## config.mk

```make
export PLATFORM = sky130hd
export DESIGN_NAME = float_addsub_pipe
export DESIGN_NICKNAME = d
export VERILOG_FILES = /design/src/rtl/float_addsub_pipe.sv
export SDC_FILE = /design/constraint.sdc
export NUM_CORES = 1
export LEC_CHECK = 0
export ABC_AREA = 1
export CAP_MARGIN = 20
export CORE_MARGIN = 2
export CORE_UTILIZATION = 30
export DETAILED_ROUTE_END_ITERATION = 8
export DONT_BUFFER_PORTS = 1
export PLACE_DENSITY = 0.5
export SETUP_SLACK_MARGIN = 0.2
export SYNTH_ARGS = -nofsm -noshare
export SYNTH_HDL_FRONTEND = slang
export SYNTH_SLANG_ARGS = --single-unit
```

## constraint.sdc

```tcl
create_clock -name clk -period 3.35 [get_ports clk]
set_input_delay 0.1675 -clock clk [delete_from_list [all_inputs] [get_ports clk]]
set_output_delay 0.1675 -clock clk [all_outputs]
set_load 0.02 [all_outputs]
```

## src/rtl/float_addsub_pipe.sv

```systemverilog
// Three-stage pipelined add/subtract for the unsigned {exponent, mantissa} minifloat.
// Stages are align, arith and normalise. Valid/ready flow control collapses bubbles.
module float_addsub_pipe #(
  parameter int EXP_W = 3,
  parameter int MAN_W = 5
) (
  input  logic                   clk,
  input  logic                   reset,
  input  logic                   in_valid,
  output logic                   in_ready,
  input  logic [EXP_W+MAN_W-1:0] a,
  input  logic [EXP_W+MAN_W-1:0] b,
  input  logic                   op,
  output logic                   out_valid,
  input  logic                   out_ready,
  output logic [EXP_W+MAN_W-1:0] result,
  output logic                   ovf,
  output logic                   neg
);

  localparam int W    = EXP_W + MAN_W;
  localparam int LZ_W = $clog2(MAN_W + 1);
  localparam int CW   = (EXP_W > LZ_W) ? EXP_W : LZ_W;
  localparam logic [EXP_W-1:0] EXP_MAX = '1;

  typedef enum logic {OP_ADD = 1'b0, OP_SUB = 1'b1} op_e;

  // Leading-zero count of a nonzero mantissa, written as a priority encoder.
  function automatic logic [CW-1:0] lead_zeros(input logic [MAN_W-1:0] x);
    lead_zeros = CW'(MAN_W);
    for (int i = 0; i < MAN_W; i++) begin
      if (x[i]) lead_zeros = CW'(MAN_W - 1 - i);
    end
  endfunction

  // Pipeline state
  logic             v1, v2, v3;
  logic [EXP_W-1:0] emax1, emax2;
  logic [MAN_W-1:0] a_al1, b_al1;
  op_e              op1, op2;
  logic [MAN_W:0]   arith2;
  logic             neg2;

  // Flow control: a stage loads when it is empty or its occupant moves on.
  logic en1, en2, en3;
  assign en3       = !v3 || out_ready;
  assign en2       = !v2 || en3;
  assign en1       = !v1 || en2;
  assign in_ready  = en1;
  assign out_valid = v3;

  // ---------------- S1: align ----------------
  logic [EXP_W-1:0] ea, eb, emax_c;
  logic [MAN_W-1:0] ma, mb, a_al_c, b_al_c;

  always_comb begin
    ea     = a[W-1:MAN_W];
    eb     = b[W-1:MAN_W];
    ma     = a[MAN_W-1:0];
    mb     = b[MAN_W-1:0];
    emax_c = (ea >= eb) ? ea : eb;
    // A logical shift by MAN_W or more already yields zero.
    a_al_c = ma >> (emax_c - ea);
    b_al_c = mb >> (emax_c - eb);
  end

  // NOTE: clocked state uses non-blocking assignments so every stage samples
  // the pre-edge value of the stage before it.
  always_ff @(posedge clk or posedge reset) begin
    if (reset) begin
      v1    <= 1'b0;
      emax1 <= '0;
      a_al1 <= '0;
      b_al1 <= '0;
      op1   <= OP_ADD;
    end else if (en1) begin
      v1 <= in_valid;
      if (in_valid) begin
        emax1 <= emax_c;
        a_al1 <= a_al_c;
        b_al1 <= b_al_c;
        op1   <= op_e'(op);
      end
    end
  end

  // ---------------- S2: arith ----------------
  logic [MAN_W:0] arith_c;
  logic           neg_c;

  // NOTE: every always_comb output gets a default first so no path infers a latch.
  always_comb begin
    arith_c = '0;
    neg_c   = 1'b0;
    if (op1 == OP_ADD) begin
      arith_c = {1'b0, a_al1} + {1'b0, b_al1};
    end else if (a_al1 >= b_al1) begin
      arith_c = {1'b0, a_al1 - b_al1};
    end else begin
      neg_c = 1'b1;
    end
  end

  always_ff @(posedge clk or posedge reset) begin
    if (reset) begin
      v2     <= 1'b0;
      emax2  <= '0;
      arith2 <= '0;
      neg2   <= 1'b0;
      op2    <= OP_ADD;
    end else if (en2) begin
      v2 <= v1;
      if (v1) begin
        emax2  <= emax1;
        arith2 <= arith_c;
        neg2   <= neg_c;
        op2    <= op1;
      end
    end
  end

  // ---------------- S3: normalise ----------------
  logic [MAN_W-1:0] diff;
  logic [CW-1:0]    lz, k;
  logic [EXP_W-1:0] exp_inc;
  logic [W-1:0]     res_c;
  logic             ovf_c, negr_c;

  always_comb begin
    diff    = arith2[MAN_W-1:0];
    lz      = lead_zeros(diff);
    k       = (lz < CW'(emax2)) ? lz : CW'(emax2);
    exp_inc = emax2 + EXP_W'(1);
    res_c   = '0;
    ovf_c   = 1'b0;
    negr_c  = 1'b0;
    if (op2 == OP_ADD) begin
      if (!arith2[MAN_W]) begin
        res_c = {emax2, diff};
      end else if (emax2 != EXP_MAX) begin
        res_c = {exp_inc, arith2[MAN_W:1]};
      end else begin
        res_c = '1;
        ovf_c = 1'b1;
      end
    end else begin
      negr_c = neg2;
      // A negative difference was already forced to zero in S2.
      if (diff != '0) begin
        res_c = {emax2 - EXP_W'(k), diff << k};
      end
    end
  end

  always_ff @(posedge clk or posedge reset) begin
    if (reset) begin
      v3     <= 1'b0;
      result <= '0;
      ovf    <= 1'b0;
      neg    <= 1'b0;
    end else if (en3) begin
      v3 <= v2;
      if (v2) begin
        result <= res_c;
        ovf    <= ovf_c;
        neg    <= negr_c;
      end
    end
  end

endmodule

```

== Word level (Yosys, flattened, before mapping) ==
Cells that the tools add are included.
W data, S select, Z words.
Storage, ports and cells
  flip-flop bits (word level): 38
  bits in latches: 0
  bits in writable memories: 0
  ROM bits: 0
  input bits: 21
  output and inout bits: 12
  word-level logic and storage cells: 56
  memories: 0
Cells by class
  add/sub/neg operators: 6
  multiply operators: 0
  div/mod/pow operators: 0
  magnitude comparators: 3
  eq/ne operators: 1
  shift operators: 3
  muxes and demuxes: 19
  bitwise operators: 0
  reduce and logical (&&, ||, !) cells: 10
Operators by type and width (count)
  $mux W8: 4
  $mux W3: 6
  $shr A5 B3 Y5: 2
  $sub A3 B3 Y3: 3
  $mux W1: 7
  $add A5 B5 Y6: 1
  $mux W6: 1
  $reduce_and A2 Y1: 3
  $ge A5 B5 Y1: 1
  $mux W5: 1
  $reduce_bool A5 Y1: 1
  $shl A5 B3 Y5: 1
  $sub A5 B5 Y5: 1
  $add A3 B1 Y3 const B: 1
  $ge A3 B3 Y1: 1
  $logic_not A1 Y1: 3
  $logic_or A1 B1 Y1: 3
  $lt A3 B3 Y1: 1
  $ne A3 B3 Y1 const B: 1

== Logic depth before layout (Yosys ltp) ==
  depth in word-level cells: 10
  gate-level depth with buffers: 19
  mapped depth without buffers: 19

== Least setup slack after synthesis ==
Ideal clock, no wire load.
  path kind: input -> register
  start: in b[7]
  end: reg b_al1[0]
  setup time: 124 ps
  data arrival time: 2210 ps
  required time: 3226 ps
  setup slack: 1016 ps
  stages on the path: 13
  buffers on the path: 0
  cell sequence: inv_1 > ha_1 > a21oi_1 > nand3_2 > o21ai_0 > ha_1 > fa_1 > inv_1 > a21oi_1 > o21ai_0 > o21ai_0 > o211ai_1 > nand2_1
Between the ends
  word-level cells in the longest chain between the ends: 4
RTL lines
  start, declared: RTL line 12  | input logic [EXP_W+MAN_W-1:0] b,
  $ge A3 B3 Y1: RTL line 61  | emax_c = (ea >= eb) ? ea : eb;
  $mux W3: RTL line 61
  $sub A3 B3 Y3 *: RTL line 64  | b_al_c = mb >> (emax_c - eb);
  $shr A5 B3 Y5 *: RTL line 64
  end signal, assigned: RTL line 81  | b_al1 <= b_al_c;
  end, declared: RTL line 39  | logic [MAN_W-1:0] a_al1, b_al1;
Mark *: on every way between the ends. The rest lies on a longest branch, timed or not.
A chain may end at the register's enable or synchronous reset.

== Worst setup path in the final report ==
  start: reg arith2[1]
  end: reg result[7]
Between the ends
  word-level cells in the longest chain between the ends: 9
  elaborated cells between the ends (all ways): 10
  classes of those cells: 1 x add/sub; 1 x order compare; 7 x mux; 1 x reduce/logical
RTL lines
  start, declared: RTL line 41  | logic [MAN_W:0] arith2;
  start signal, assigned: RTL line 115  | arith2 <= arith_c;
  $mux W3 (4 in a row): RTL line 32  | if (x[i]) lead_zeros = CW'(MAN_W - 1 - i);
  $lt A3 B3 Y1: RTL line 132  | k = (lz < CW'(emax2)) ? lz : CW'(emax2);
  $mux W3: RTL line 132
  $sub A3 B3 Y3: RTL line 150  | res_c = {emax2 - EXP_W'(k), diff << k};
  $mux W8 *: RTL line 149  | if (diff != '0) begin
  $mux W8 *: RTL line 137  | if (op2 == OP_ADD) begin
  end signal, assigned: RTL line 164  | result <= res_c;
  end, declared: RTL line 16  | output logic [EXP_W+MAN_W-1:0] result,
Marked as above.

==> flow_summary.json <==
{
  "drtPass1Iterations": 4,
  "finalCritPeriodShare_pct": 76.7,
  "fmax_ghz": 0.389,
  "synthCells": 361,
  "h-tree-depth": 2,
  "ys_ff_latch": 38,
  "cts_tree": "yes",
  "die_area_um2": 10100,
  "grt_usage_pct": 13.2,
  "setup_tns_ns": 0,
  "ys.flop_type": "dfrtp_1",
  "grt_pass1_wl_mm": 10.7,
  "critPathBufInv": 3,
  "synth_area_um2": 2810,
  "cp-end-kind": "flop",
  "postCtsSetupRepairBufs": 0,
  "final_common_cell": "nand2_1",
  "hold_depth": 3,
  "maxCapViolations": 0,
  "finalPower_w": 0.00282,
  "power.leakage_nw": 1.52,
  "vias": 2289,
  "gp_congestion": 0.879,
  "nFillCells": 964,
  "die-width_um": 101,
  "post_route_cells_drive_above_1_share_pct": 10.6,
  "rr_worst_depth": 16,
  "pin_count": 33,
  "period_minus_slack_ns": 2.57,
  "r2r_slack_ns": 0.78,
  "rsz0062_at_grt": "no",
  "core_area_um2": 9150,
  "hold_class": "primary input to flop",
  "worst-path-stages": 16,
  "synth_sequential_area_ratio_pct": 33.9,
  "drc_errors": 0,
  "min-delay-start": "out_ready",
  "worstPathRequired_ns": 3.57,
  "drt_iter0_drc": 65,
  "critPathSlowestCell": "dfrtp_1",
  "clock_skew_ns": 0.00715,
  "grt_pass1_vias": 2288,
  "final_cell_mix": "nand2_1 (78), inv_1 (56), dfrtp_1 (38)",
  "worstPathMaxFanout": 6,
  "synth_edf_count": 0,
  "hpwl_mm": 5.06,
  "cp_slowest_stage_delay_ns": 0.43,
  "grt_start_max_net_pins": 39,
  "status": "finished clean",
  "critPathKind": "flop to flop",
  "grt.overflow.total": 0,
  "final-hold-violation-count": 0,
  "start_util_pct": 30.7,
  "cp_top_family": "simple AND/OR/NAND/NOR gates",
  "critPathArrivalTime_ns": 2.79,
  "synthDistinctLibCells": 39,
  "max_slew_margin_pct": 68.3,
  "setup.worst_path.start_class": "flop",
  "cts_root_buf": "clkbuf_8",
  "holdPathEnd": "out_valid",
  "routed_wl_mm": 6.24,
  "crit_chain": "nor2_1 > nand3_1 > inv_2 > ha_1 > a21oi_4 > nand2_8 > o21ai_4 > nand2_2 > o21ai_0 > inv_1 > ha_1 > inv_1 > nand2_1 > nand2_1 > nand3_1 > a21oi_2",
  "cts.path.max_buffers": 2,
  "n_antenna_cell": 0,
  "ctsResizeCount": 0,
  "area_growth_pct": 9.45,
  "cts_sinks": 38,
  "finalNetCount": 415,
  "cts_hold_buf": 2,
  "drv_slew": 0,
  "power.density_nw_per_um2": 919,
  "avgSynthCellArea_um2": 7.77,
  "setup_viol": 0,
  "vias_per_cell": 4.77,
  "ir_drop_uv": 285,
  "port_buffers": 0,
  "insertion_delay_ns": 0.29,
  "clkTransAtPathRegs_ns": 0.08,
  "die_y_um": 101,
  "cts_buffers": 5,
  "r2r_start": "arith2[1]",
  "wl_per_cell_um": 13.0,
  "antenna_found_initial": 0,
  "synth_async_sr_flop_share_pct": 100,
  "tightest_slew_ns": 0.475,
  "yosysWarnings": 0,
  "final_antenna_net_count": 0,
  "r2r-end": "result[7]",
  "syn_nets": 408,
  "num_rows": 35
}
synth_stat cells, types with 4 or more instances:
library cell  number  area share (%)
a21oi_1           15             2.7
a31oi_1            5             1.1
clkbuf_1           4            0.53
dfrtp_1           38              34
fa_1               4             2.9
ha_1              22             9.8
inv_1             56             7.5
inv_2              6            0.80
nand2_1           78              10
nand2_2            5             1.1
nand3_1           21             3.7
nand3_2            5             1.8
nor2_1            25             3.3
nor3_1             4            0.71
o21ai_0           24             4.3
o221ai_1           5             1.6
o22ai_1            7             1.6
xor2_1             4             1.2
worst register-to-register path: stages (launching register included):
cell     delay (ns)
dfrtp_1        0.43
nor2_1         0.18
nand3_1        0.15
inv_2          0.11
ha_1           0.27
a21oi_4        0.27
nand2_8        0.10
o21ai_4        0.22
nand2_2        0.09
o21ai_0        0.08
inv_1          0.06
ha_1           0.19
inv_1          0.07
nand2_1        0.06
nand2_1        0.05
nand3_1        0.07
a21oi_2        0.12
kinds of logic (layout without fill, tap and decap cells):
family | Yosys count | count (layout) | share of synthesized area (%)
fa+ha+maj | 26 | 26 | 12.7
xor+xnor | 4 | 4 | 1.25
compound gates | 78 | 78 | 17.9
mux | 2 | 2 | 0.713
buf+inv | 66 | 74 | 8.83
simple gates | 147 | 147 | 24.8
flops | 38 | 38 | 33.9
area by class of cell:
cell class,instances,area (um^2),area share [%]
Sequential cell,38,951,31.0
Inverter,62,233,7.58
Tap cell,111,139,4.52
Clock inverter,1,30.0,0.978
Timing Repair Buffer,4,35.0,1.14
Clock buffer,7,76.3,2.48
Multi-Input combinational cell,257,1610,52.3
power breakdown:
part           total (W)  internal [W]  switching (W)
registers       0.000825      0.000614       0.000210
logic            0.00161      0.000587        0.00102
clock network   0.000388      0.000223       0.000165
worst max-delay path by stage:
stage	startpoint	slack [ns]	to
after floorplan	b[7]	1.02	b_al1[0]
after global placement	b[7]	0.71	b_al1[0]
after detailed placement	b[7]	0.66	b_al1[0]
after CTS	arith2[1]	0.76	result[7]
after global routing	b[7]	0.55	b_al1[0]
final	arith2[1]	0.78	result[7]
state kept, by name, indices dropped and copies added (netlist names):
signal / count
op1: 1
result: 8
emax2: 3
op2: 1
neg2: 1
v2: 1
neg: 1
v1: 1
emax1: 3
arith2: 6
a_al1: 5
b_al1: 5
ovf: 1
out_valid: 1
layer usage:
metal | up-vias | track usage (%) | routed length, um
li1 | 1208 | - | -
met1 | 1018 | 16.4 | 2950
met2 | 50 | 22.2 | 2870
met3 | 13 | 3.33 | 290
met4 | 0 | 4.85 | 128
met5 | - | 0 | 0
metrics by stage:
stage	cells	worst slack, ns	cell area, um^2	util, %	hold WS (ns)
6_report	480	0.779	3070	33.6	0.0677
2_1_floorplan	361	1.02	2810	-	0.288
4_1_cts	480	0.762	3070	33.6	0.0592
3_3_place_gp	470	0.705	2950	32.2	0.221
5_1_grt	480	0.553	3070	33.6	0.0736
3_5_place_dp	470	0.656	2950	32.2	0.219
Power figures use the tool's default switching activity.
